`config.mk`:
```
export PLATFORM = sky130hd
export DESIGN_NAME = frame_uploader
export DESIGN_NICKNAME = d
export VERILOG_FILES = /design/src/rtl/frame_uploader_pkg.sv /design/src/rtl/frame_uploader_pixel_cache.sv /design/src/rtl/frame_uploader.sv
export SDC_FILE = /design/constraint.sdc
export NUM_CORES = 1
export LEC_CHECK = 0
export ABC_AREA = 0
export BUFFER_PORTS_ARGS = -buffer_cell sky130_fd_sc_hd__buf_2
export CORE_AREA = 8 8 180 182
export DETAILED_ROUTE_END_ITERATION = 8
export DIE_AREA = 0 0 188 190
export PLACE_DENSITY = 0.83
export SETUP_SLACK_MARGIN = 0.15
export SLEW_MARGIN = 25
export SYNTH_ARGS = -nofsm -noshare
export SYNTH_HDL_FRONTEND = slang
export SYNTH_SLANG_ARGS = --single-unit
```
`constraint.sdc`:
```
create_clock -name clk -period 2.7 [get_ports clk]
set_input_delay 0.54 -clock clk [delete_from_list [all_inputs] [get_ports clk]]
set_output_delay 0.54 -clock clk [all_outputs]
set_load 0.03 [all_outputs]
```
`src/rtl/frame_uploader_pkg.sv`:
```
// Shared definitions for the PSRAM frame-buffer write side: FSM state
// encoding, capture-queue marker words and burst sizing helper.
package frame_uploader_pkg;

  typedef enum logic [2:0] {
    WAIT_FRAME,
    FETCH,
    FETCH_WAIT,
    DECODE,
    WRITE_REQ,
    WRITE_WAIT_ACK,
    WRITE_BURST,
    FRAME_DONE
  } t_state;

  // Capture-queue word format, shared with the display-side downloader.
  localparam logic [16:0] MARK_FRAME_START = 17'h10000;
  localparam logic [16:0] MARK_ROW_START   = 17'h10001;
  localparam logic [16:0] MARK_FRAME_END   = 17'h1FFFF;

  // Number of 32-bit data cycles in one PSRAM burst of the given byte size.
  function automatic int burst_cycles(input int burst_bytes);
    return burst_bytes / 4;
  endfunction

endpackage

```
`src/rtl/frame_uploader_pixel_cache.sv`:
```
// One-burst pixel cache: filled one 16-bit pixel at a time, drained as
// 32-bit words {pixel[2k+1], pixel[2k]} through a registered read port.
module frame_uploader_pixel_cache
  import frame_uploader_pkg::*;
#(
  parameter int CACHE_SIZE  = 16,
  parameter int BURST_WORDS = 8
) (
  input  logic                           clk,
  input  logic                           reset_n,
  input  logic                           wr_en,
  input  logic [$clog2(CACHE_SIZE)-1:0]  wr_idx,
  input  logic [15:0]                    wr_pixel,
  input  logic [$clog2(BURST_WORDS)-1:0] rd_idx,
  output logic [31:0]                    rd_word
);

  localparam int CW = $clog2(CACHE_SIZE);

  logic [15:0]   mem [CACHE_SIZE];
  logic [CW-1:0] lo_idx;
  logic [CW-1:0] hi_idx;

  assign lo_idx = {rd_idx, 1'b0};
  assign hi_idx = {rd_idx, 1'b1};

  // Pixel storage, no reset needed: contents are only read after a full fill.
  always_ff @(posedge clk) begin
    if (wr_en) mem[wr_idx] <= wr_pixel;
  end

  // Registered word read; cleared on reset so write_data reads 0 out of reset.
  always_ff @(posedge clk or negedge reset_n) begin
    if (!reset_n) rd_word <= '0;
    else          rd_word <= {mem[hi_idx], mem[lo_idx]};
  end

endmodule

```
`src/rtl/frame_uploader.sv`:
```
// Write side of the PSRAM frame buffer: pops pixels/markers from the capture
// queue, packs them into one-burst caches and writes full bursts through the
// arbiter write port.
//
// state          | meaning
// WAIT_FRAME     | idle; leaves when enable is high
// FETCH          | waiting for a non-empty queue to pop
// FETCH_WAIT     | rd_en high; queue data arrives next cycle
// DECODE         | classify queue word (marker / pixel / junk)
// WRITE_REQ      | cache full; raise write_rq with burst address
// WRITE_WAIT_ACK | hold request, word 0 prefetched from cache
// WRITE_BURST    | stream BURST_WORDS words, mem_wr_en on word 0
// FRAME_DONE     | upload_done (+frame_error) pulse
module frame_uploader
  import frame_uploader_pkg::*;
#(
  parameter int MEMORY_BURST = 32,
  parameter int FRAME_WIDTH  = 640,
  parameter int FRAME_HEIGHT = 480
) (
  input  logic        clk,
  input  logic        reset_n,
  input  logic        enable,
  input  logic [20:0] base_addr,
  input  logic [16:0] queue_data_i,
  input  logic        queue_empty,
  output logic        rd_en,
  output logic        write_rq,
  input  logic        write_ack,
  output logic [20:0] write_addr,
  output logic [31:0] write_data,
  output logic        mem_wr_en,
  output logic        upload_done,
  output logic        frame_error
);

  localparam int BURST_WORDS = burst_cycles(MEMORY_BURST);
  localparam int CACHE_SIZE  = 2 * BURST_WORDS;
  localparam int CW          = $clog2(CACHE_SIZE);
  localparam int BW          = $clog2(BURST_WORDS);

  localparam logic [15:0]   WIDTH_L    = 16'(FRAME_WIDTH);
  localparam logic [15:0]   LAST_ROW   = 16'(FRAME_HEIGHT - 1);
  localparam logic [CW-1:0] CACHE_LAST = CW'(CACHE_SIZE - 1);
  localparam logic [BW-1:0] WORD_LAST  = BW'(BURST_WORDS - 1);
  localparam logic [20:0]   ADDR_STEP  = 21'(CACHE_SIZE);

  // Rows must be made of whole bursts so every row starts burst-aligned.
  if (FRAME_WIDTH % CACHE_SIZE != 0) begin : g_width_check
    $error("frame_uploader: FRAME_WIDTH must be a multiple of the cache size");
  end

  t_state        state;
  logic [15:0]   row_cnt;
  logic [15:0]   col_cnt;
  logic [CW-1:0] cache_idx;
  logic [BW-1:0] burst_idx;
  logic [20:0]   addr_cnt;
  logic          err;
  logic          in_frame;
  logic          seen_row;
  logic          restart;

  logic          is_pixel;
  logic          pix_ok;
  logic          end_err;
  logic          cache_we;
  logic [BW-1:0] cache_rd_idx;

  assign is_pixel = ~queue_data_i[16];
  assign pix_ok   = in_frame && seen_row && (col_cnt != WIDTH_L);
  assign end_err  = err || !seen_row || (row_cnt != LAST_ROW) ||
                    (col_cnt != WIDTH_L) || (cache_idx != '0);
  assign cache_we = (state == DECODE) && is_pixel && pix_ok;

  // Word 0 is read while waiting for the grant so it is ready on the first burst cycle.
  assign cache_rd_idx = (state == WRITE_BURST) ? BW'(burst_idx + 1'b1) : '0;

  frame_uploader_pixel_cache #(
    .CACHE_SIZE  (CACHE_SIZE),
    .BURST_WORDS (BURST_WORDS)
  ) u_cache (
    .clk      (clk),
    .reset_n  (reset_n),
    .wr_en    (cache_we),
    .wr_idx   (cache_idx),
    .wr_pixel (queue_data_i[15:0]),
    .rd_idx   (cache_rd_idx),
    .rd_word  (write_data)
  );

  // Sequencer: queue popping, marker/pixel decode, burst handshake, frame status.
  always_ff @(posedge clk or negedge reset_n) begin
    if (!reset_n) begin
      state       <= WAIT_FRAME;
      row_cnt     <= '0;
      col_cnt     <= '0;
      cache_idx   <= '0;
      burst_idx   <= '0;
      addr_cnt    <= '0;
      err         <= 1'b0;
      in_frame    <= 1'b0;
      seen_row    <= 1'b0;
      restart     <= 1'b0;
      rd_en       <= 1'b0;
      write_rq    <= 1'b0;
      write_addr  <= '0;
      mem_wr_en   <= 1'b0;
      upload_done <= 1'b0;
      frame_error <= 1'b0;
    end else begin
      rd_en       <= 1'b0;
      mem_wr_en   <= 1'b0;
      upload_done <= 1'b0;
      frame_error <= 1'b0;
      case (state)
        WAIT_FRAME: begin
          if (enable) begin
            in_frame <= 1'b0;
            rd_en    <= !queue_empty;
            state    <= queue_empty ? FETCH : FETCH_WAIT;
          end
        end
        FETCH: begin
          if (!queue_empty) begin
            rd_en <= 1'b1;
            state <= FETCH_WAIT;
          end
        end
        FETCH_WAIT: state <= DECODE;
        DECODE: begin
          // Default: keep streaming, popping back-to-back when data is waiting.
          rd_en <= !queue_empty;
          state <= queue_empty ? FETCH : FETCH_WAIT;
          if (!in_frame) begin
            if (queue_data_i == MARK_FRAME_START) begin
              addr_cnt  <= base_addr;
              row_cnt   <= '0;
              col_cnt   <= '0;
              cache_idx <= '0;
              err       <= 1'b0;
              seen_row  <= 1'b0;
              in_frame  <= 1'b1;
            end
          end else if (queue_data_i == MARK_FRAME_START) begin
            // Unexpected restart: close this frame as bad, reopen in FRAME_DONE.
            upload_done <= 1'b1;
            frame_error <= 1'b1;
            in_frame    <= 1'b0;
            restart     <= 1'b1;
            rd_en       <= 1'b0;
            state       <= FRAME_DONE;
          end else if (queue_data_i == MARK_ROW_START) begin
            if (seen_row) begin
              row_cnt <= row_cnt + 16'd1;
              if ((cache_idx != '0) || (col_cnt != WIDTH_L)) err <= 1'b1;
            end
            seen_row  <= 1'b1;
            col_cnt   <= '0;
            cache_idx <= '0;
          end else if (queue_data_i == MARK_FRAME_END) begin
            upload_done <= 1'b1;
            frame_error <= end_err;
            in_frame    <= 1'b0;
            rd_en       <= 1'b0;
            state       <= FRAME_DONE;
          end else if (is_pixel) begin
            if (pix_ok) begin
              col_cnt <= col_cnt + 16'd1;
              if (cache_idx == CACHE_LAST) begin
                rd_en <= 1'b0;
                state <= WRITE_REQ;
              end else begin
                cache_idx <= cache_idx + CW'(1);
              end
            end else begin
              err <= 1'b1;
            end
          end
        end
        WRITE_REQ: begin
          write_rq   <= 1'b1;
          write_addr <= addr_cnt;
          state      <= WRITE_WAIT_ACK;
        end
        WRITE_WAIT_ACK: begin
          if (write_ack) begin
            mem_wr_en <= 1'b1;
            burst_idx <= '0;
            state     <= WRITE_BURST;
          end
        end
        WRITE_BURST: begin
          if (burst_idx == WORD_LAST) begin
            write_rq  <= 1'b0;
            addr_cnt  <= addr_cnt + ADDR_STEP;
            cache_idx <= '0;
            state     <= FETCH;
          end else begin
            burst_idx <= burst_idx + BW'(1);
          end
        end
        FRAME_DONE: begin
          if (restart) begin
            restart   <= 1'b0;
            addr_cnt  <= base_addr;
            row_cnt   <= '0;
            col_cnt   <= '0;
            cache_idx <= '0;
            err       <= 1'b0;
            seen_row  <= 1'b0;
            in_frame  <= 1'b1;
            state     <= FETCH;
          end else begin
            state <= WAIT_FRAME;
          end
        end
        default: state <= WAIT_FRAME;
      endcase
    end
  end

endmodule
```
; ---- Yosys cells after proc, flatten, opt, wreduce, memory -nomap -nowiden
; Memories as Yosys holds them, arrays and structs flattened. A register that Yosys moved wholly into a read port is not among the register bits.
; Cells that the tools add are included.
[classes]
reduce_logical = 31
eq_ne = 34
n_div = 0
n_mul = 0
bitwise = 1
order_cmp = 0
add_sub_neg = 5
shifts = 0
muxes = 100
[ops]
columns = op, n
row1 = $mux W16, 12
row2 = $mux W21, 4
row3 = $pmux W16 S2, 2
row4 = $pmux W21 S3, 1
row5 = $eq A17 B17 Y1 const B, 3
row6 = $mux W1, 47
row7 = $mux W3, 14
row8 = $mux W4, 10
row9 = $add A16 B1 Y16 const B, 2
row10 = $pmux W3 S8, 1
row11 = $add A21 B5 Y21 const B, 1
row12 = $reduce_and A9 Y1, 2
row13 = $ne A16 B10 Y1 const B, 1
row14 = $ne A16 B9 Y1 const B, 1
row15 = $eq A3 B3 Y1 const B, 5
row16 = $ne A2 B2 Y1 const B, 7
row17 = $ne A4 B2 Y1 const B, 3
row18 = $ne A4 B4 Y1 const B, 3
row19 = $pmux W4 S3, 1
row20 = $reduce_and A5 Y1, 2
row21 = $reduce_and A3 Y1, 3
row22 = $pmux W1 S2, 4
row23 = $reduce_and A7 Y1, 1
row24 = $eq A3 B2 Y1 const B, 2
row25 = other kinds (23), 39
[word_totals]
in_bits = 43
ff_bits = 93
latchBits = 0
memories = 1
mem_bits_rw = 256
output_inout_bits = 58
word_cells = 188
rom_bits = 0
[memory_table]
columns = memory, depth, width, read_ports, rd_ports_with_merged_regs, write_ports, line_no
row1 = u_cache.mem, 16, 16, 2, 2, 1, frame_uploader_pixel_cache.sv:20  ; logic [15:0] mem [CACHE_SIZE];

; ---- Logic depth before layout (Yosys ltp)
; Gate-level depths: netlist of run 1.
[depth]
word_depth = 10
ltp_mapped = 9

; ---- Cells and area by module
; Synthesis of run 1 repeated with hierarchy kept, for this count alone.
[unflattened]
cells_unflattened = 984
hier_area_um2 = 15816.4
[by_module_without_submodules]
columns = module, cells_each, area_each_um2, n_inst
row1 = frame_uploader_pixel_cache, 425, 10677.7, 1
row2 = frame_uploader, 559, 5138.7, 1

; ---- Least setup slack after synthesis of run 1
; OpenSTA, ideal clock, no wires.
[synth_timing]
path_type = reg2reg
startpoint = register col_cnt[0]
endpoint = memory u_cache.mem[3][0] (enable)
slack_ps = -285
required_ps = 2291
path_buffers = 0
arrival_time_ps = 2576
setup_time_ps = 409
stages_incl_launch_ff = 8
path_cell_list = dfrtp_1 -> inv_1 -> ha_1 -> nor3b_1 -> nand4_1 -> nand3_1 -> or3_1 -> nor3_1
[synth_between]
elab_chain_len = 5
[synth_lines]
columns = item, line_no
row1 = "start, declared", frame_uploader.sv:55  ; logic [15:0] col_cnt;
row2 = "start signal, assigned", frame_uploader.sv:169  ; col_cnt <= col_cnt + 16'd1;
row3 = $ne A16 B10 Y1, frame_uploader.sv:71  ; assign pix_ok = in_frame && seen_row && (col_cnt != WIDTH_L);
row4 = $logic_and A1 B1 Y1, frame_uploader.sv:71
row5 = $logic_and A1 B1 Y1, frame_uploader.sv:74  ; assign cache_we = (state == DECODE) && is_pixel && pix_ok;
row6 = $mux W1, frame_uploader_pixel_cache.sv:29  ; if (wr_en) mem[wr_idx] <= wr_pixel;
row7 = $mux W1 (not written as such), frame_uploader_pixel_cache.sv:29
row8 = "end, declared", frame_uploader_pixel_cache.sv:20
; Every way passes these cells.

; ---- Worst setup path after layout of run 1
[layout_timing]
startpoint = register col_cnt[0]
endpoint = memory u_cache.mem[14][11] (enable)
; Same word-level chain as after synthesis.

==> run summary, run 1 <==
For this block, the routed nets add up to 40.17 mm of wire. The count of distinct cell types in the synthesized netlist was 67. For the final hold violation count, the log shows 0. The tools report the sink of the worst hold path as addr_cnt[2]. After layout, the worst setup slack is 0.2662 ns. Normalized max-slew margin: 0.4585.

The post-synthesis sequential area ratio came out at 0.6764. The insertion delay of the later-clocked pin in the worst-skew pair was 0.53 ns; the count of placed standard cells in the final layout, fillers left out was 1,843. TritonCTS built the clock tree. The first routing iteration left 1,278 violations.

The clock passes through at most 3 buffers. STA classifies the critical path startpoint as a register. The number of maximum-capacitance violations was 0. The row count is 63, and the mux share of post-synthesis cell area is 0.01612. The logs give 0.170 for the fraction of power consumed by combinational cells and 11,440 for the via count of the first global-routing pass. The footprint of the flip-flops and latches is 10,820 um2, and the number of instances on the worst hold path is 3. The net count of the mapped netlist was 1,316. Internal power comes to 10.22 mW. Compared with the post-synthesis result, the final layout area differs by 18.18%.

Leakage power: 7.161 nW. The overall die height is 190 um. Timing-limited maximum frequency: 410.9 MHz. The share of flip-flops with an asynchronous set or reset after synthesis works out to 0.3281. The run finished with clean final reports.

Dividing total power by cell area gives a power density of 756.4 nW/um2. The worst endpoint data arrival time is 2.63 ns. The routed via count divided by cell count is 6.221, and the total number of H-tree levels is 2.

After synthesis the cells add up to 15,990 um2. Across the VDD grid, the largest voltage drop is 0.6751 mV. Before antenna repair, the detailed router went through 6 iterations.

The cell sitting at the root of the clock tree is a sky130_fd_sc_hd__clkbuf_16. The data required time of the critical path is 2.90 ns, and the overall die width is 188 um. Combinational family with the most area after synthesis: simple AND/OR/NAND/NOR gates. The share of synthesized cell area in and, or, nand and nor gates works out to 0.1552. The setup clock skew after layout is 0.01840 ns. Global routing finished with a remaining overflow of 0. The synthesized design contains 256 enable-type register cells.

Setup violations remaining at the end of the flow were counted as 0. Total count of max-transition violations in the final report: 0. The final layout contains 1,474 nets.

The largest fanout on the critical path works out to 16. The tools report the hold path startpoint as base_addr[2]. Total number of vias: 11,470.

The smallest clock period supported by the final layout is computed as 2.434 ns. A synthesized cell averages 12.66 um2. The first global-routing pass estimated 62.46 mm of wire.

The endpoint identified for the worst register-to-register timing path is u_cache.mem[14][11]. Counting flops and latches in the post-synthesis netlist gives 381. For the number of fill cells in the layout, the log shows 2,056. The overall power of the completed layout is 14.29 mW. After floorplanning, the core was sized to cover 29,400 um2. The post-synthesis share of cell area spent on full adders, half adders and majority gates is 0.007825. The initial antenna violation count is 5. After clock tree synthesis, the clock-pin slew on the worst setup and hold paths is 0.06 ns.

The clock net in this run drives a total of 381 sinks. The global routing usage summed across all routing layers was 0.2178. Setup repair after global routing left no endpoint under its margin.

Top flip-flop cell by instance count after synthesis: sky130_fd_sc_hd__edfxtp_1. For the register-to-register setup slack, the log shows 0.27 ns. The compound-gate portion of the synthesized area came out at 0.1142. The cell count after placement is 1,766, and the net switching fraction of the power is 0.2852. The synthesized-area fraction occupied by xor and xnor cells was 0.006573; the portion of the clock cycle consumed by the worst path in the final layout was 0.9014. The placer congestion estimate is 0.8526, and the antenna violation net count after detailed routing is 0. The tools report the number of I/O pins as 101. For the sequential power share, the log shows 0.491. The logs give 0.5438 for the initial standard-cell utilization of the core and 0.6427 for the post-route core utilization. Detailed placement finished with a half-perimeter wire length of 24.69 mm. For this design the total switching power over the nets is 4.076 mW. Wire length per cell: 21.80 um. For the setup slack after placement, the log shows -0.01168 ns.

Entering global routing, the biggest net connects 68 pins. The nature of the critical path endpoint was a register. The die covers 35,720 um2. The number of warnings reported in the yosys synthesis log was 0.

The number of cells on the worst reg-to-reg path is 9. The setup path with the least slack is of type reg -> reg. The startpoint identified for the worst register-to-register timing path is col_cnt[0]. Synthesis produced 1,263 cells. The area taken by multi-input logic gates is 4880 um2. The part of the total power dissipated in the clock network came out at 0.339.

The worst hold-check path type is in -> reg. The final routed DRC violation total was 0; the fraction of layout instances using a drive strength above 1 was 0.2295. The number of port buffers was 100; the transition at the pin with the smallest max-transition slack was 0.8123 ns. Number of buffers added by the clock tree synthesis step: 38.
metal layers:
| metal | track usage | share of wire |
|---|---|---|
| met5 | 0 | 0.00092 |
| met2 | 0.3657 | 0.49 |
| met4 | 0.07939 | 0.032 |
| met3 | 0.03955 | 0.082 |
| met1 | 0.2812 | 0.40 |
placed cells by master (no fill, tap or decap), types with 13 or more instances in the layout:
cell type	Yosys	layout
sky130_fd_sc_hd__mux2_2	22	22
sky130_fd_sc_hd__a22oi_1	33	33
sky130_fd_sc_hd__edfxtp_1	256	256
sky130_fd_sc_hd__inv_1	18	18
sky130_fd_sc_hd__nand3_1	89	89
sky130_fd_sc_hd__a31o_2	32	32
sky130_fd_sc_hd__nor2_1	51	48
sky130_fd_sc_hd__buf_12	0	21
sky130_fd_sc_hd__buf_4	0	70
sky130_fd_sc_hd__a21oi_1	27	27
sky130_fd_sc_hd__nor2b_1	34	34
sky130_fd_sc_hd__o21ai_0	30	30
sky130_fd_sc_hd__clkbuf_1	64	13
sky130_fd_sc_hd__dfrtp_1	125	124
sky130_fd_sc_hd__buf_2	8	99
sky130_fd_sc_hd__nand4_1	17	17
sky130_fd_sc_hd__a221oi_1	33	33
sky130_fd_sc_hd__clkbuf_16	0	39
sky130_fd_sc_hd__nand2_1	196	193
sky130_fd_sc_hd__nor3_1	23	20
sky130_fd_sc_hd__a211oi_1	35	35
timing repair:
action,in CTS,in global routing
endpoints found under the hold margin,41,0
endpoints found under the setup margin,64,209
buffers inserted,0,3
pin swaps,0,3
cloned,0,1
resized for setup,1,13
hold buffers,1,0
flip-flops by register name, summed over array words and instances, names as in the netlist:
register	cells
addr_cnt	21
u_cache.rd_word	32
seen_row	1
err	1
mem_wr_en	1
state	3
col_cnt	16
frame_error	1
write_rq	1
in_frame	1
write_addr	21
upload_done	1
cache_idx	4
rd_en	1
row_cnt	16
restart	1
u_cache.mem	256
burst_idx	3
worst max-delay path by stage:
stage / start / end / slack, ns / cells after the start
3_3_place_gp: queue_data_i[4] / col_cnt[13] / 0.02 / 8
4_1_cts: col_cnt[0] / u_cache.mem[1][9] / 0.19 / 9
6_report: col_cnt[0] / u_cache.mem[14][11] / 0.27 / 9
5_1_grt: col_cnt[0] / u_cache.mem[8][11] / 0.14 / 10
2_1_floorplan: col_cnt[0] / u_cache.mem[7][0] / 0.17 / 8
3_5_place_dp: queue_data_i[4] / col_cnt[15] / -0.01 / 8
cells by family after synthesis:
group / Yosys count
flops: 381
xor+xnor: 12
compound gates: 246
mux: 23
buf+inv: 96
fa+ha+maj: 10
simple gates: 495
stage by stage:
step | instance area, um2 | hold slack (ns) | TNS (ns)
floorplan | 16000 | 0.2444 | 0
global placement | 17650 | 0.4583 | 0
detailed placement | 17660 | 0.4606 | -0.01909
CTS | 18820 | 0.1990 | 0
global route | 18900 | 0.2027 | 0
finish | 18900 | 0.2139 | 0
area by class of cell:
| type | instances | share of cell area |
|---|---|---|
| inverters | 18 | 0.003576 |
| repair buffers | 195 | 0.07920 |
| diodes | 2 | 0.0002649 |
| flip-flops and latches | 381 | 0.5724 |
| multi-input cells | 787 | 0.2582 |
| well taps | 390 | 0.02582 |
| clock buffers | 53 | 0.05496 |
| clock inverters | 17 | 0.005496 |
critical path, cell delays in order (launching register included):
cell and delay (ns):
sky130_fd_sc_hd__dfrtp_1 0.42, sky130_fd_sc_hd__inv_1 0.08, sky130_fd_sc_hd__ha_1 0.19, sky130_fd_sc_hd__nor3b_1 0.14, sky130_fd_sc_hd__and4_1 0.24, sky130_fd_sc_hd__nor4_1 0.24, sky130_fd_sc_hd__buf_4 0.18, sky130_fd_sc_hd__and3_1 0.19
sky130_fd_sc_hd__and2_1 0.14, sky130_fd_sc_hd__buf_4 0.28
power groups by stage:
stage | sequential (mW) | clock, mW | combinational [mW]
finish | 7.02 | 4.85 | 2.42
global route | 7.08 | 5.14 | 2.63
CTS | 7.01 | 4.90 | 2.39
detailed placement | 7.12 | 0 | 2.36
global placement | 7.10 | 0 | 2.28
floorplan | 7.19 | 0 | 1.42
cells in the mapped netlist (all sizes together), types with 28 or more instances:
cell type    n  area share
a211oi      36       0.018
a21oi       28      0.0090
a221oi      33       0.018
a22oi       33       0.015
a31o        32       0.018
clkbuf      64       0.015
dfrtp      125        0.20
edfxtp     256        0.48
nand2      196       0.046
nand3       89       0.028
nor2        53       0.013
nor2b       34       0.013
o21ai       31      0.0097
No activity file was read; power rests on OpenSTA's default activity.
==> run 2, diff against run 1 <==
--- a/config.mk
+++ b/config.mk
@@ -7,12 +7,13 @@
 export LEC_CHECK = 0
 export ABC_AREA = 0
 export BUFFER_PORTS_ARGS = -buffer_cell sky130_fd_sc_hd__buf_2
-export CORE_AREA = 8 8 180 182
+export CORE_AREA = 8 8 172 174
 export DETAILED_ROUTE_END_ITERATION = 8
-export DIE_AREA = 0 0 188 190
-export PLACE_DENSITY = 0.83
+export DIE_AREA = 0 0 180 182
+export PLACE_DENSITY = 0.86
 export SETUP_SLACK_MARGIN = 0.15
 export SLEW_MARGIN = 25
 export SYNTH_ARGS = -nofsm -noshare
 export SYNTH_HDL_FRONTEND = slang
+export SYNTH_HIERARCHICAL = 1
 export SYNTH_SLANG_ARGS = --single-unit
==> constraint.sdc (replaced) <==
create_clock -name clk -period 2.85 [get_ports clk]
set_input_delay 0.57 -clock clk [delete_from_list [all_inputs] [get_ports clk]]
set_output_delay 0.57 -clock clk [all_outputs]
set_load 0.03 [all_outputs]
==> run 2 against run 1 <==
  * Sequential power fell by 15%
  * Via count fell by 14%
  * Power fell by 17%
  * Core utilization rose by 5.5 points
  * Cell area fell by 1.6%
  * Combinational power fell by 68%
  * Fmax fell by 5.8%
  * Clock-buffer cell count fell by 1
  * Global-route usage rose by 0.73 points
  * Die area fell by 8.3%
  * First-iteration DRC count fell by 7.1%
  * Worst hold slack got worse by 0.21 ns
==> run summary, run 2 <==
For the row count, the log shows 60 (-4.8%). The length of the first detailed-routing pass in iterations is 7 (+1), and the global routing usage summed across all routing layers is 0.2251 (+0.007263). Counting instances in the post-synthesis netlist gives the leading cell types as sky130_fd_sc_hd__edfxtp_1 (256), sky130_fd_sc_hd__dfrtp_1 (125), sky130_fd_sc_hd__nand2_1 (73).

The transition at the pin with the smallest max-transition slack came out at 0.7022 ns (-0.1100 ns). The cell family contributing the most delay on the critical path is simple AND/OR/NAND/NOR gates. The logs give 0.5935 (+0.04966) for the initial standard-cell utilization of the core and 37.60 mm (-6.4%) for the final wirelength. The largest fanout on the critical path works out to 12 (-4). The depth of the most critical reg-to-reg path was 9 (unchanged); the number of buffers added by the clock tree synthesis step was 37 (-2.6%). The worst register-to-register path begins at col_cnt[0].

The number of nets at the end of the flow is 1,210 (-18%). The logs give 2.80 ns (+0.17 ns) for the worst endpoint data arrival time and 2.642 mW (-35%) for the net switching power figure. The tools report the placer congestion estimate as 0.8545 (+0.22%). The power density over the cells is 636.8 nW/um2 (-16%). The number of flip-flops under the largest register name was 256 (unchanged). For the global route total overflow, the log shows 0 (unchanged). In the layout the commonest cells are sky130_fd_sc_hd__edfxtp_1 (256), sky130_fd_sc_hd__dfrtp_1 (125), sky130_fd_sc_hd__buf_2 (99). STA classifies the critical path endpoint as a register.

Clock-pin slew reported for the worst setup and hold paths after clock tree synthesis: 0.06 ns (about the same). The largest area contributor in the netlist was sky130_fd_sc_hd__edfxtp_1. Timing-limited maximum frequency: 386.8 MHz (-5.8%).

The number of I/O pins is 101 (unchanged). Post-synthesis sequential area ratio: 0.6838 (+0.007384). The internal power component is 9.197 mW (-10%), and the portion of the clock cycle consumed by the worst path in the final layout is 0.9070 (+0.005614).

After synthesis, the cell types taking the most area are sky130_fd_sc_hd__edfxtp_1 (49%), sky130_fd_sc_hd__dfrtp_1 (20%), sky130_fd_sc_hd__mux4_1 (6.6%). The number of maximum-capacitance violations came out at 0 (unchanged). Count of mapped cells out of synthesis: 984 (-22%). The tools report the full die area as 32,760 um2 (-8.3%). Setup repair after global routing left no endpoint under its margin.

Netlist area before placement: 15,820 um2 (-1.1%). The antenna violation net count after detailed routing came out at 0 (unchanged). Kind of start point of the critical path: a register. The total of endpoints with negative setup slack in the final report came out at 0 (unchanged). The root buffer cell is sky130_fd_sc_hd__clkbuf_16. The largest incremental delay on the critical path is 0.37 ns (-0.05 ns). Pin count of the biggest net entering global routing: 66 (-2.9%).

The setup TNS was 0 ns (unchanged). In the synthesized netlist the dominant register cell turns out to be sky130_fd_sc_hd__edfxtp_1. The run gives 1,035 (-21%) as the net count of the mapped netlist.

The run gives 1,187 (-7.1%) as the number of violations reported at the end of detailed-routing iteration 0. The total number of vias came out at 9,828 (-14%). For the core outline area, the log shows 26,650 um2 (-9.4%). For the initial antenna violation count, the log shows 0 (-5).

The most numerous cell type found on the critical path is sky130_fd_sc_hd__buf_4. In this run the worst setup path terminates at u_cache/mem[6][1]. Among all stages on the critical path, the largest delay is contributed by sky130_fd_sc_hd__dfrtp_1. The tools report the critical path startpoint as col_cnt[0]. The logs give 6.967 nW (-2.7%) for the leakage power and 381 (unchanged) for the clock sink count. Traced cell by cell, the critical path runs through inv_1 > ha_1 > nor4b_1 > a41o_1 > nor3_2 > buf_4 > nand3b_1 > nor2_1 > buf_4.

Wire length per cell: 24.59 um (+13%). The overall die width is 180 um (-4.3%). Among all cell types in the netlist, the one instantiated most often is sky130_fd_sc_hd__edfxtp_1. The routed via count divided by cell count was 6.428 (+3.3%). The worst-case vdd ir drop is 0.4463 mV (-34%). The tools report the fraction of power consumed by combinational cells as 0.066 (-0.104). The final-layout worst hold slack was 0.002629 ns (-0.2113 ns). Worst hold-check path type: in -> async.

The run finished with clean final reports. The final routed DRC violation total was 0 (unchanged); the register bit count reported by yosys was 381 (unchanged). The worst setup path is of the reg -> reg kind. From synthesis to final layout, the design area changed by 17.55%.

The final critical-path required period is 2.585 ns (+0.1512 ns). The number of port buffers is 100 (unchanged), and the data required time of the critical path is 3.06 ns (+0.16 ns). The run gives 0.5269 (+0.06842) as the normalized max-slew margin. u_cache/mem holds more flip-flops than any other register. Net switching fraction of the power: 0.2231 (-0.06201). The tools report the setup clock skew after layout as 0.02657 ns (+0.008171 ns). The share of flip-flops with an asynchronous set or reset after synthesis is 0.3281 (unchanged). The overall die height is 182 um (-4.2%), and the mean cell area of the mapped netlist is 16.07 um2 (+27%). The total count of max-transition violations in the final report was 0 (unchanged); the part of the total power dissipated in the clock network was 0.429 (+0.090). The count of inserted antenna diode cells was 0 (-2). The logs give 62 (-7.5%) for the count of distinct cell types in the synthesized netlist and 0.26 ns (about the same) for the register-to-register setup slack. TritonCTS built the clock tree.

The number of buffer and inverter stages on the critical path works out to 3 (unchanged). The via count of the first global-routing pass was 9,968 (-13%); the fraction of layout instances using a drive strength above 1 was 0.2912 (+0.06175). In the final layout, the registers with the most flip-flops are u_cache/mem (256), u_cache/rd_word (32).

For the number of warnings reported in the yosys synthesis log, the log shows 6 (+6). Path length in cells of the critical path: 9 (unchanged). The endpoint identified for the worst register-to-register timing path is u_cache/mem[6][1]. Leaving out fill and tap cells, the most frequent cell in the layout is sky130_fd_sc_hd__edfxtp_1. The logs give 2 (unchanged) for the total number of H-tree levels and 0.54 ns (about the same) for the insertion delay of the later-clocked pin in the worst-skew pair. Final hold violation count: 0 (unchanged).

The half-perimeter wire length of the detailed placement result was 21.61 mm (-13%); the number of enable-type register cells in the synthesized netlist was 256 (unchanged). The run gives 3 (unchanged) as the worst-case clock buffer depth. The run gives 57.37 mm (-8.1%) as the first-pass GRT wire length.

The sequential power share is 0.504 (+0.013). Area fraction of the dominant cell type after synthesis: 0.4860 (+0.005249).
==> run 2: cell count changes after synthesis, moves of 35 or more <==
cell,previous run,this run
sky130_fd_sc_hd__clkbuf_1,64,20
sky130_fd_sc_hd__mux4_1,0,40
sky130_fd_sc_hd__nand3_1,89,24
sky130_fd_sc_hd__mux2_2,22,58
sky130_fd_sc_hd__nand2_1,196,73
sky130_fd_sc_hd__a211oi_1,35,0
==> run 2: metal layers <==
layer,global-route usage,routed length (um)
met1,0.2874,14370
met2,0.3806,18860
met3,0.03473,2852
met4,0.09770,1520
met5,0,0
==> run 2: worst min path at each step <==
stage,endpoint,cells after the start
4_1_cts,u_cache/rd_word[26],1
3_5_place_dp,write_rq,1
6_report,u_cache/rd_word[26],1
2_1_floorplan,addr_cnt[0],0
3_3_place_gp,write_rq,1
5_1_grt,u_cache/rd_word[26],1
==> run 2: through the flow <==
| stage | cells | utilization | total power [mW] | instance area [um2] | setup slack (ns) |
|---|---|---|---|---|---|
| after floorplan | 984 | - | 6.470 | 15850 | -0.07957 |
| after global placement | 1461 | 0.6492 | 6.799 | 17300 | 0.07726 |
| after detailed placement | 1461 | 0.6492 | 6.830 | 17300 | 0.06392 |
| after CTS | 1529 | 0.6969 | 11.85 | 18570 | 0.2096 |
| after global routing | 1529 | 0.6976 | 12.15 | 18590 | 0.2058 |
| final | 1529 | 0.6976 | 11.84 | 18590 | 0.2650 |
==> run 2: cells by family (layout without fill, tap and decap cells) <==
logic type,count (synthesis),in the layout,share of synthesized area
flip-flops,381,381,0.6838
AND/OR/NAND/NOR,254,254,0.08544
AO/OA/AOI/OAI,156,156,0.06186
multiplexers,124,124,0.1432
buffers and inverters,60,264,0.01883
adder cells (fa/ha/maj),8,8,0.006329
XOR/XNOR,1,1,0.0005539
==> run 2: worst reg2reg max path: stages (launching register included) <==
cell and delay [ns]:
sky130_fd_sc_hd__dfrtp_1 0.37, sky130_fd_sc_hd__inv_1 0.09, sky130_fd_sc_hd__ha_1 0.20, sky130_fd_sc_hd__nor4b_1 0.16, sky130_fd_sc_hd__a41o_1 0.31, sky130_fd_sc_hd__nor3_2 0.20
sky130_fd_sc_hd__buf_4 0.18, sky130_fd_sc_hd__nand3b_1 0.17, sky130_fd_sc_hd__nor2_1 0.27, sky130_fd_sc_hd__buf_4 0.30
==> run 2: power groups by stage <==
stage / Combinational [mW] / Sequential [mW] / Clock, mW
2_1_floorplan: 0.381 / 6.09 / 0
4_1_cts: 0.762 / 5.97 / 5.12
5_1_grt: 0.848 / 5.97 / 5.33
3_3_place_gp: 0.723 / 6.08 / 0
3_5_place_dp: 0.750 / 6.08 / 0
6_report: 0.786 / 5.97 / 5.08
==> run 2: timing repair <==
item	4_1_cts	5_1_grt
resized for setup	0	6
hold buffers	0	0
endpoints found under the setup margin	0	93
buffers inserted	0	0
==> run 2: final cells by class <==
class	count	area, um2
inverters	15	56.30
repair buffers	181	1264
well taps	341	426.7
clock inverters	16	206.4
fillers	1557	8059
multi-input cells	543	4760
clock buffers	52	1064
flip-flops and latches	381	10820
==> run 3, diff against run 2 <==
--- a/config.mk
+++ b/config.mk
@@ -8,8 +8,10 @@
 export ABC_AREA = 0
 export BUFFER_PORTS_ARGS = -buffer_cell sky130_fd_sc_hd__buf_2
 export CORE_AREA = 8 8 172 174
+export CTS_CLUSTER_SIZE = 10
 export DETAILED_ROUTE_END_ITERATION = 8
 export DIE_AREA = 0 0 180 182
+export HOLD_SLACK_MARGIN = 0.12
 export PLACE_DENSITY = 0.86
 export SETUP_SLACK_MARGIN = 0.15
 export SLEW_MARGIN = 25
==> run 3 against run 2 <==
  * Die area did not move
  * Clock-buffer cell count increased by 22
  * Clock power about the same
  * Flip-flop and latch count did not move
  * Sequential share of layout area decreased by 0.074 points
  * Critical path depth did not move
  * Largest cell class unchanged
  * Final cell count is 0.72% higher
  * Critical path type unchanged
  * Routed wire length decreased by 1.6%
  * First-iteration DRC count is 15% lower
  * Highest routed layer unchanged
  * Non-clock buffer count increased by 1
  * Fmax rose by 0.74%
==> run summary, run 3 (synthesis gave the netlist of run 2 again) <==
The run finished with clean final reports. The net switching power figure is 2.686 mW (+1.7%), and the final critical-path required period is 2.566 ns (-0.01887 ns). Final hold violation count: 0 (unchanged). The logs give 0 (unchanged) for the antenna violation net count after detailed routing and 0.2252 (about the same) for the global routing usage summed across all routing layers. The number of maximum-capacitance violations came out at 0 (unchanged).

The register containing the most flip-flops in the final layout was u_cache/mem. The number of flip-flops under the largest register name is 256 (unchanged), and the clock sink count is 381 (unchanged). The run gives 0 (unchanged) as the count of inserted antenna diode cells. The endpoint identified for the worst register-to-register timing path is u_cache/mem[14][8].

Routed via count divided by cell count: 6.372 (-0.87%). The pin count of the biggest net entering global routing is 66 (unchanged). The critical path startpoint was col_cnt[0].

The most common cell after layout, fill and taps aside was sky130_fd_sc_hd__edfxtp_1. The number of buffers added by the clock tree synthesis step is 44 (+19%). The number of port buffers was 100 (unchanged); the data required time of the critical path was 3.08 ns (+0.02 ns).

The tools report the initial antenna violation count as 0 (unchanged). The largest registers in the layout are u_cache/mem (256), u_cache/rd_word (32). The worst-case clock buffer depth was 3 (unchanged).

The leakage power was 6.962 nW (about the same); the global route total overflow was 0 (unchanged). The net switching fraction of the power came out at 0.2274 (+0.004291). The total number of H-tree levels came out at 2 (unchanged). The largest fanout on the critical path came out at 12 (unchanged). The final routed DRC violation total came out at 0 (unchanged). First-pass GRT wire length: 57.54 mm (+0.29%). The reg-to-reg critical path startpoint was col_cnt[0].

The worst endpoint data arrival time is 2.79 ns (about the same). The worst setup path is captured at a register. The logs give 0 (unchanged) for the post-CTS setup buffer count and 0 (unchanged) for the total count of max-transition violations in the final report. The run gives 0.02831 ns (+0.001743 ns) as the setup clock skew after layout. The register-to-register setup slack was 0.28 ns (+0.02 ns); the overall die height was 182 um (unchanged). The tools report the normalized max-slew margin as 0.5286 (+0.001692). The worst hold path was traced through 3 stages. The overall power of the completed layout was 11.81 mW (-0.23%); the wire length per cell was 24.02 um (-2.3%). For the sequential power share, the log shows 0.506 (+0.002). For the half-perimeter wire length of the detailed placement result, the log shows 21.61 mm (unchanged).

The fraction of layout instances using a drive strength above 1 was 0.2802 (-0.01101). Full die area: 32,760 um2 (unchanged). Kind of start point of the critical path: a register. Core outline area: 26,650 um2 (unchanged). The row count was 60 (unchanged). The startpoint identified for the worst hold timing path is base_addr[3].

The placer congestion estimate is 0.8545 (unchanged). Depth of the most critical reg-to-reg path: 9 (unchanged). The number of nets at the end of the flow is 1,218 (+0.66%). The final wirelength came out at 36.99 mm (-1.6%).

The fraction of power consumed by combinational cells was 0.067 (about the same); the count of placed standard cells in the final layout, fillers left out was 1,540 (+0.72%). The clock-pin slew reported for the worst setup and hold paths after clock tree synthesis was 0.05 ns (about the same). The overall die width is 180 um (unchanged). By startpoint and endpoint, the worst setup path is classified as reg -> reg.

For the length of the first detailed-routing pass in iterations, the log shows 6 (-1). The timing-limited maximum frequency is 389.7 MHz (+0.74%). The initial standard-cell utilization of the core is 0.5935 (unchanged). The total of endpoints with negative setup slack in the final report is 0 (unchanged). The run gives 9.125 mW (-0.78%) as the internal power component. The part of the total power dissipated in the clock network was 0.427 (-0.002); the total number of vias was 9,813 (-0.15%). For the number of I/O pins, the log shows 101 (unchanged). The via count of the first global-routing pass was 10,120 (+1.6%). The tools report the cell count after placement as 1,461 (unchanged). The worst hold-check path type is in -> reg.

The number of violations reported at the end of detailed-routing iteration 0 is 1,009 (-15%). The worst-case vdd ir drop was 0.4111 mV (-7.9%). TritonCTS built the clock tree. The area growth from synthesis to layout is 17.70%. The transition at the pin with the smallest max-transition slack is 0.7006 ns (-0.001578 ns). The portion of the clock cycle consumed by the worst path in the final layout works out to 0.9004 (-0.006620). Setup repair after global routing left no endpoint under its margin.

Number of fill cells in the layout: 1,553 (-0.26%). The library cells used most frequently in the layout, excluding fill and tap cells, are sky130_fd_sc_hd__edfxtp_1 (256), sky130_fd_sc_hd__dfrtp_1 (125), sky130_fd_sc_hd__buf_2 (99). The insertion delay of the later-clocked pin in the worst-skew pair was 0.56 ns (+0.02 ns). The root buffer cell was sky130_fd_sc_hd__clkbuf_16. The power density over the cells is 634.5 nW/um2 (-0.36%).

In this run the worst setup path terminates at u_cache/mem[14][8].
==> run 3: critical path, cell delays in order, from the launching register on <==
cell                      delay, ns
sky130_fd_sc_hd__dfrtp_1       0.37
sky130_fd_sc_hd__inv_1         0.09
sky130_fd_sc_hd__ha_1          0.20
sky130_fd_sc_hd__nor4b_1       0.16
sky130_fd_sc_hd__a41o_1        0.32
sky130_fd_sc_hd__nor3_2        0.20
sky130_fd_sc_hd__buf_4         0.18
sky130_fd_sc_hd__nand3_1       0.19
sky130_fd_sc_hd__nor2_1        0.24
sky130_fd_sc_hd__buf_4         0.30
==> run 3: area by class of cell <==
| class | count | area (um2) | area share |
|---|---|---|---|
| flip-flops and latches | 381 | 10820 | 0.5810 |
| multi-input cells | 543 | 4760 | 0.2557 |
| repair buffers | 182 | 1266 | 0.06802 |
| clock buffers | 74 | 1214 | 0.06520 |
| well taps | 341 | 426.7 | 0.02292 |
| clock inverters | 4 | 77.57 | 0.004167 |
| inverters | 15 | 56.30 | 0.003025 |
==> run 3: routing by layer <==
layer	GRT usage	wire length, um	up-vias
met5	0	0	-
met4	0.09903	1459	0
met3	0.04232	2780	124
met2	0.3752	18500	540
met1	0.2868	14250	4859
li1	-	-	4290
==> run 3: worst min-delay path by stage <==
stage	slack (ns)	endpoint
2_1_floorplan	0.27	addr_cnt[0]
3_3_place_gp	0.46	write_rq
3_5_place_dp	0.47	write_rq
4_1_cts	0.26	addr_cnt[3]
5_1_grt	0.28	addr_cnt[0]
6_report	0.27	addr_cnt[3]
==> run 3: metrics by stage <==
step,hold WS (ns),setup slack (ns),setup TNS [ns],utilization,area [um2]
after floorplan,0.2744,-0.07957,-3.819,-,15850
after global placement,0.4568,0.07726,0,0.6492,17300
after detailed placement,0.4654,0.06392,0,0.6492,17300
after CTS,0.2580,0.2087,0,0.6981,18600
after global routing,0.2811,0.1572,0,0.6985,18620
final,0.2709,0.2838,0,0.6985,18620
==> run 3: power by group through the flow <==
stage | Clock, mW | Sequential [mW] | Combinational [mW]
2_1_floorplan | 0 | 6.09 | 0.381
3_3_place_gp | 0 | 6.08 | 0.723
3_5_place_dp | 0 | 6.08 | 0.750
4_1_cts | 5.12 | 5.97 | 0.776
5_1_grt | 5.33 | 5.97 | 0.844
6_report | 5.05 | 5.97 | 0.791
==> run 3: repair_timing <==
action / 4_1_cts / 5_1_grt
setup endpoints to repair: 0 / 81
endpoints found under the hold margin: 57 / 0
gates resized for setup: 0 / 4
hold buffers: 1 / 0
